File: config.mk
export PLATFORM = sky130hd
export DESIGN_NAME = adder_gf2
export DESIGN_NICKNAME = d
export VERILOG_FILES = /design/src/rtl/gf2_skid_stage.sv /design/src/rtl/adder_gf2.sv
export SDC_FILE = /design/constraint.sdc
export NUM_CORES = 1
export LEC_CHECK = 0
export BUFFER_PORTS_ARGS = -buffer_cell sky130_fd_sc_hd__buf_2
export CAP_MARGIN = 40
export CORE_ASPECT_RATIO = 1.2
export CORE_MARGIN = 2
export CORE_UTILIZATION = 25
export CTS_BUF_LIST = sky130_fd_sc_hd__clkbuf_2 sky130_fd_sc_hd__clkbuf_4 sky130_fd_sc_hd__clkbuf_8
export DETAILED_ROUTE_END_ITERATION = 12
export GPL_ROUTABILITY_DRIVEN = 0
export PLACE_DENSITY_LB_ADDON = 0.1
export REMOVE_ABC_BUFFERS = 1
export SYNTH_ARGS = -nofsm -noshare
export SYNTH_HDL_FRONTEND = slang
export SYNTH_SLANG_ARGS = --single-unit
File: constraint.sdc
create_clock -name i_clock -period 2.5 [get_ports i_clock]
set_input_delay 0.125 -clock i_clock [delete_from_list [all_inputs] [get_ports i_clock]]
set_output_delay 0.125 -clock i_clock [all_outputs]
set_load 0.01 [all_outputs]
File: src/rtl/gf2_skid_stage.sv
// -----------------------------------------------------------------------------
// gf2_skid_stage
//   Two-slot input buffer for one operand side of adder_gf2: a pass-through
//   path plus one skid register. The upstream producer sees a registered
//   ready. The join logic sees the side's current head operand and pulses
//   consume when that head is used.
//
// Ports
//   i_clock       rising-edge clock
//   i_reset       synchronous, active-high reset
//   i_in_data_i   upstream operand
//   i_in_valid_i  upstream operand valid
//   o_in_ready_o  upstream may transfer (registered, equals !skid_full)
//   o_head_data_o current head operand (skid register if full, else live input)
//   o_head_valid_o head operand is valid
//   i_consume_i   head is taken by the join this cycle
// -----------------------------------------------------------------------------
module gf2_skid_stage #(
  parameter int WIDTH = 16
) (
  input  logic             i_clock,
  input  logic             i_reset,
  input  logic [WIDTH-1:0] i_in_data_i,
  input  logic             i_in_valid_i,
  output logic             o_in_ready_o,
  output logic [WIDTH-1:0] o_head_data_o,
  output logic             o_head_valid_o,
  input  logic             i_consume_i
);

  logic             ready_q, ready_d;
  logic             full_q, full_d;
  logic [WIDTH-1:0] skid_q;
  logic             in_xfer;
  logic             capture;

  // ready_q is !full_q outside reset, so a transfer never lands on a full skid.
  assign in_xfer        = i_in_valid_i && ready_q;
  assign capture        = in_xfer && !i_consume_i;

  assign o_in_ready_o   = ready_q;
  assign o_head_valid_o = full_q || in_xfer;
  assign o_head_data_o  = full_q ? skid_q : i_in_data_i;

  always_comb begin
    full_d = full_q;
    if (full_q && i_consume_i) begin
      full_d = 1'b0;
    end else if (capture) begin
      full_d = 1'b1;
    end
    ready_d = !full_d;
  end

  // NOTE: sequential state is written only with non-blocking assignments so
  // every flop samples the pre-edge values, independent of block ordering.
  always_ff @(posedge i_clock) begin
    if (i_reset) begin
      full_q  <= 1'b0;
      ready_q <= 1'b0;
    end else begin
      full_q  <= full_d;
      ready_q <= ready_d;
    end
  end

  // NOTE: the skid data register has no reset; its contents are only ever
  // observed while full_q is set, and full_q itself is reset.
  always_ff @(posedge i_clock) begin
    if (capture) begin
      skid_q <= i_in_data_i;
    end
  end

endmodule

File: src/rtl/adder_gf2.sv
// -----------------------------------------------------------------------------
// adder_gf2
//   Streaming GF(2) adder. Joins the lhs and rhs valid/ready operand streams,
//   pairing operands strictly in arrival order, and emits lhs XOR rhs on a
//   registered valid/ready result stream. Each side is buffered by its own
//   gf2_skid_stage so operands may arrive in different cycles.
//
// Ports
//   i_clock        rising-edge clock
//   i_reset        synchronous, active-high reset
//   i_lhs_data_i / i_lhs_valid_i / o_lhs_ready_o   left operand stream
//   i_rhs_data_i / i_rhs_valid_i / o_rhs_ready_o   right operand stream
//   o_sum_data_o / o_sum_valid_o / i_sum_ready_i   result stream (registered)
// -----------------------------------------------------------------------------
module adder_gf2 #(
  parameter int WIDTH = 16
) (
  input  logic             i_clock,
  input  logic             i_reset,
  input  logic [WIDTH-1:0] i_lhs_data,
  input  logic             i_lhs_valid,
  output logic             o_lhs_ready,
  input  logic [WIDTH-1:0] i_rhs_data,
  input  logic             i_rhs_valid,
  output logic             o_rhs_ready,
  output logic [WIDTH-1:0] o_sum_data,
  output logic             o_sum_valid,
  input  logic             i_sum_ready
);

  logic [WIDTH-1:0] lhs_head_data, rhs_head_data;
  logic             lhs_head_valid, rhs_head_valid;
  logic             fire;

  logic [WIDTH-1:0] sum_data_q, sum_data_d;
  logic             sum_valid_q, sum_valid_d;

  gf2_skid_stage #(.WIDTH(WIDTH)) u_lhs_skid (
    .i_clock        (i_clock),
    .i_reset        (i_reset),
    .i_in_data_i    (i_lhs_data),
    .i_in_valid_i   (i_lhs_valid),
    .o_in_ready_o   (o_lhs_ready),
    .o_head_data_o  (lhs_head_data),
    .o_head_valid_o (lhs_head_valid),
    .i_consume_i    (fire)
  );

  gf2_skid_stage #(.WIDTH(WIDTH)) u_rhs_skid (
    .i_clock        (i_clock),
    .i_reset        (i_reset),
    .i_in_data_i    (i_rhs_data),
    .i_in_valid_i   (i_rhs_valid),
    .o_in_ready_o   (o_rhs_ready),
    .o_head_data_o  (rhs_head_data),
    .o_head_valid_o (rhs_head_valid),
    .i_consume_i    (fire)
  );

  // The output register may be reloaded in the same cycle its current
  // value is accepted, which keeps full throughput.
  assign fire = lhs_head_valid && rhs_head_valid && (!sum_valid_q || i_sum_ready);

  always_comb begin
    sum_data_d  = sum_data_q;
    sum_valid_d = sum_valid_q;
    if (fire) begin
      sum_data_d  = lhs_head_data ^ rhs_head_data;
      sum_valid_d = 1'b1;
    end else if (sum_valid_q && i_sum_ready) begin
      sum_valid_d = 1'b0;
    end
  end

  always_ff @(posedge i_clock) begin
    if (i_reset) begin
      sum_data_q  <= '0;
      sum_valid_q <= 1'b0;
    end else begin
      sum_data_q  <= sum_data_d;
      sum_valid_q <= sum_valid_d;
    end
  end

  assign o_sum_data  = sum_data_q;
  assign o_sum_valid = sum_valid_q;

endmodule

==> impl_metrics.yaml <==
route:
  drc: 0
  drt_iter0_markers: 66
  num_vias: 1514
  firstDrtPassIters: 4
  vias_per_cell: 4.35
  routed_wl_mm: 5.37
  wl_per_cell_um: 15.4
  final_antenna_net_count: 0
synthesis:
  ys_seq_area_share_pct: 62.0
  synth_edf_count: 32
  netlist_top_cells_count: "edfxtp_1, mux2i_1, dfxtp_1, o311ai_0, xnor2_1"
  ys_ff_latch: 53
  synthTopCellsByArea: "edfxtp_1, dfxtp_1, mux2i_1"
  syn_area_um2: 2230
  ys.flop_type: "edfxtp_1"
  synth.largest_area_cell: "edfxtp_1"
  synth_cell_types: 19
  async_reset_ff_share_pct: 0
  synth_cells: 162
  yosysWarnings: 0
  netlist.area_leader.share_pct: 43.1
  syn_avg_cell_area_um2: 13.7
sta:
  fin_worst_skew_ps: 6.81
  timing.fmax_mhz: 544
  tightest_slew_ps: 669
  timing.final.max_slew_violations: 0
  whs_ps: 10.4
  timing.final.crit_period_ps: 1840
  maxSlewHeadroom_pct: 55.1
  finalCritPeriodShare_pct: 73.6
  final-setup-viol-count: 0
  finalHoldViolCount: 0
  rsz0062_at_grt: "false"
clock_tree:
  tritoncts: "done"
  cts_root_buf: "clkbuf_8"
  numCtsBuffers: 5
  clkTransAtPathRegs_ps: 100
  cts.path.max_buffers: 2
  htree_levels: 2
  clkSinkCount: 53
  cts_resized: 0
  clkLatencyLatePin_ps: 300
die:
  rows: 37
  io_pins: 56
  coreArea_um2: 8610
  dieHeight_um: 107
  dieArea_um2: 9680
  start_util_pct: 25.9
  dieWidth_um: 90.2
global_route:
  grt_antenna_before_repair: 0
  grt_max_degree: 20
  grt-ovfl-total: 0
  grt_pass1_wl_mm: 8.48
  grt_pass1_vias: 1532
  track_usage_pct: 11.6
worst_setup_path:
  cp_top_family: "simple AND/OR/NAND/NOR gates"
  max_stage_delay_ps: 390
  cp_slowest_cell: "a21oi_2"
  cp.required_ps: 2520
  start_kind: "flip-flop"
  path_buf_inv: 1
  path_cells: "a21oi_2 -> nor3_1 -> nor2_2 -> buf_4"
  cp_max_fo: 11
  end_kind: "flip-flop"
  arrival_ps: 1860
  critPathKind: "flip-flop to flip-flop"
place:
  place_inst: 328
  dpl_cell_area_um2: 2640
  hpwlAfterDp_mm: 3.86
  port_buffers: 55
job:
  drv_cap: 0
final_layout:
  instances_no_fill: 348
  nFillCells: 905
  antennaDiodeCount: 0
  finalNetCount: 267
  design_area_um2: 2840
  drive_gt1_share_pct: 31.6
  syn_to_final_growth_pct: 27.6
power_and_ir_drop:
  p_leak_nw: 1.03
  power_density_nw_per_um2: 624
  total_power_mw: 1.77
  peakVddDrop_mv: 0.196
worst_hold_path:
  min_path_type: "primary input to flip-flop"
status:
  status: "finished clean"
[cells by family after synthesis]
logic type | after synthesis | share of synthesized area (%)
simple gates | 10 | 2.47
flops | 53 | 62.0
xor+xnor | 16 | 6.29
compound gates | 37 | 11.3
buf+inv | 14 | 3.48
mux | 32 | 14.4
[worst reg2reg max path: cells and delay by family, from the launching register on]
| family | cells | cell delay, ps |
|---|---|---|
| flops | 1 | 340 |
| simple gates | 2 | 580 |
| compound gates | 1 | 390 |
| buf+inv | 1 | 250 |
[power breakdown]
group / switching, mW / internal [mW] / total, mW / leakage (nW)
combinational: 0.161 / 0.137 / 0.298 / 0.517
sequential: 0.0207 / 0.983 / 1.00 / 0.467
clock: 0.282 / 0.190 / 0.471 / 0.0430
[routing by layer]
metal / wire, um / vias up / track usage (%) / share of wire (%)
met1: 2380 / 720 / 14.0 / 44
met2: 2730 / 32 / 20.4 / 51
li1: - / 756 / - / -
met3: 192 / 6 / 2.87 / 3.6
met5: 0 / - / 0 / 0
met4: 70 / 0 / 3.30 / 1.3
[registers in the layout, summed over array words and instances (netlist names)]
signal and count:
o_sum_data 16, u_rhs_skid.o_in_ready_o 1, u_lhs_skid.o_in_ready_o 1, u_lhs_skid.full_q 1
u_rhs_skid.full_q 1, u_lhs_skid.skid_q 16, o_sum_valid 1, u_rhs_skid.skid_q 16
[final timing paths]
kind / to / cells after the start / slack, ps / startpoint
min: u_rhs_skid.skid_q[0] / 1 / 10 / i_rhs_data[0]
max: u_rhs_skid.skid_q[13] / 4 / 660 / u_rhs_skid.o_in_ready_o
max reg2reg: u_rhs_skid.skid_q[13] / 4 / 660 / u_rhs_skid.o_in_ready_o
min reg2reg: o_sum_data[14] / 2 / 500 / o_sum_data[14]
[stage by stage]
step                TNS (ps)  util [%]  worst slack (ps)
CTS                        0      32.3               627
global route               0      33.0               495
floorplan              -6580         -              -206
detailed placement         0      30.7               657
global placement           0      30.7               718
finish                     0      33.0               661
[repair_timing]
| item | 4_1_cts | 5_1_grt |
|---|---|---|
| setup endpoints to repair | 0 | 0 |
| hold buffers | 6 | 6 |
| buffers inserted | 0 | 0 |
| hold endpoints to repair | 6 | 6 |
[cell type report]
| cell class | instances | area [um2] | area share [%] |
|---|---|---|---|
| sequential | 53 | 1380 | 48.6 |
| multi-input combinational | 95 | 781 | 27.5 |
| timing repair buffer | 74 | 448 | 15.8 |
| tap | 117 | 146 | 5.15 |
| clock buffer | 5 | 68.8 | 2.42 |
| clock inverter | 3 | 12.5 | 0.440 |
| inverter | 1 | 3.75 | 0.132 |
[placed cells by master, fill, tap and decap left out]
cell type,n
a21oi_2,2
buf_2,55
buf_4,7
clkbuf_8,5
clkinv_1,2
clkinv_2,1
dfxtp_1,21
dlygate4sd3_1,12
edfxtp_1,32
inv_1,1
mux2i_1,32
nand2_1,2
nor2_1,1
nor2_2,2
nor2b_4,1
nor3_1,3
o21a_1,3
o21ai_0,6
o21ai_1,10
o311ai_0,16
or4_1,1
xnor2_1,16
Note: power is estimated with default switching activity, not from simulation.
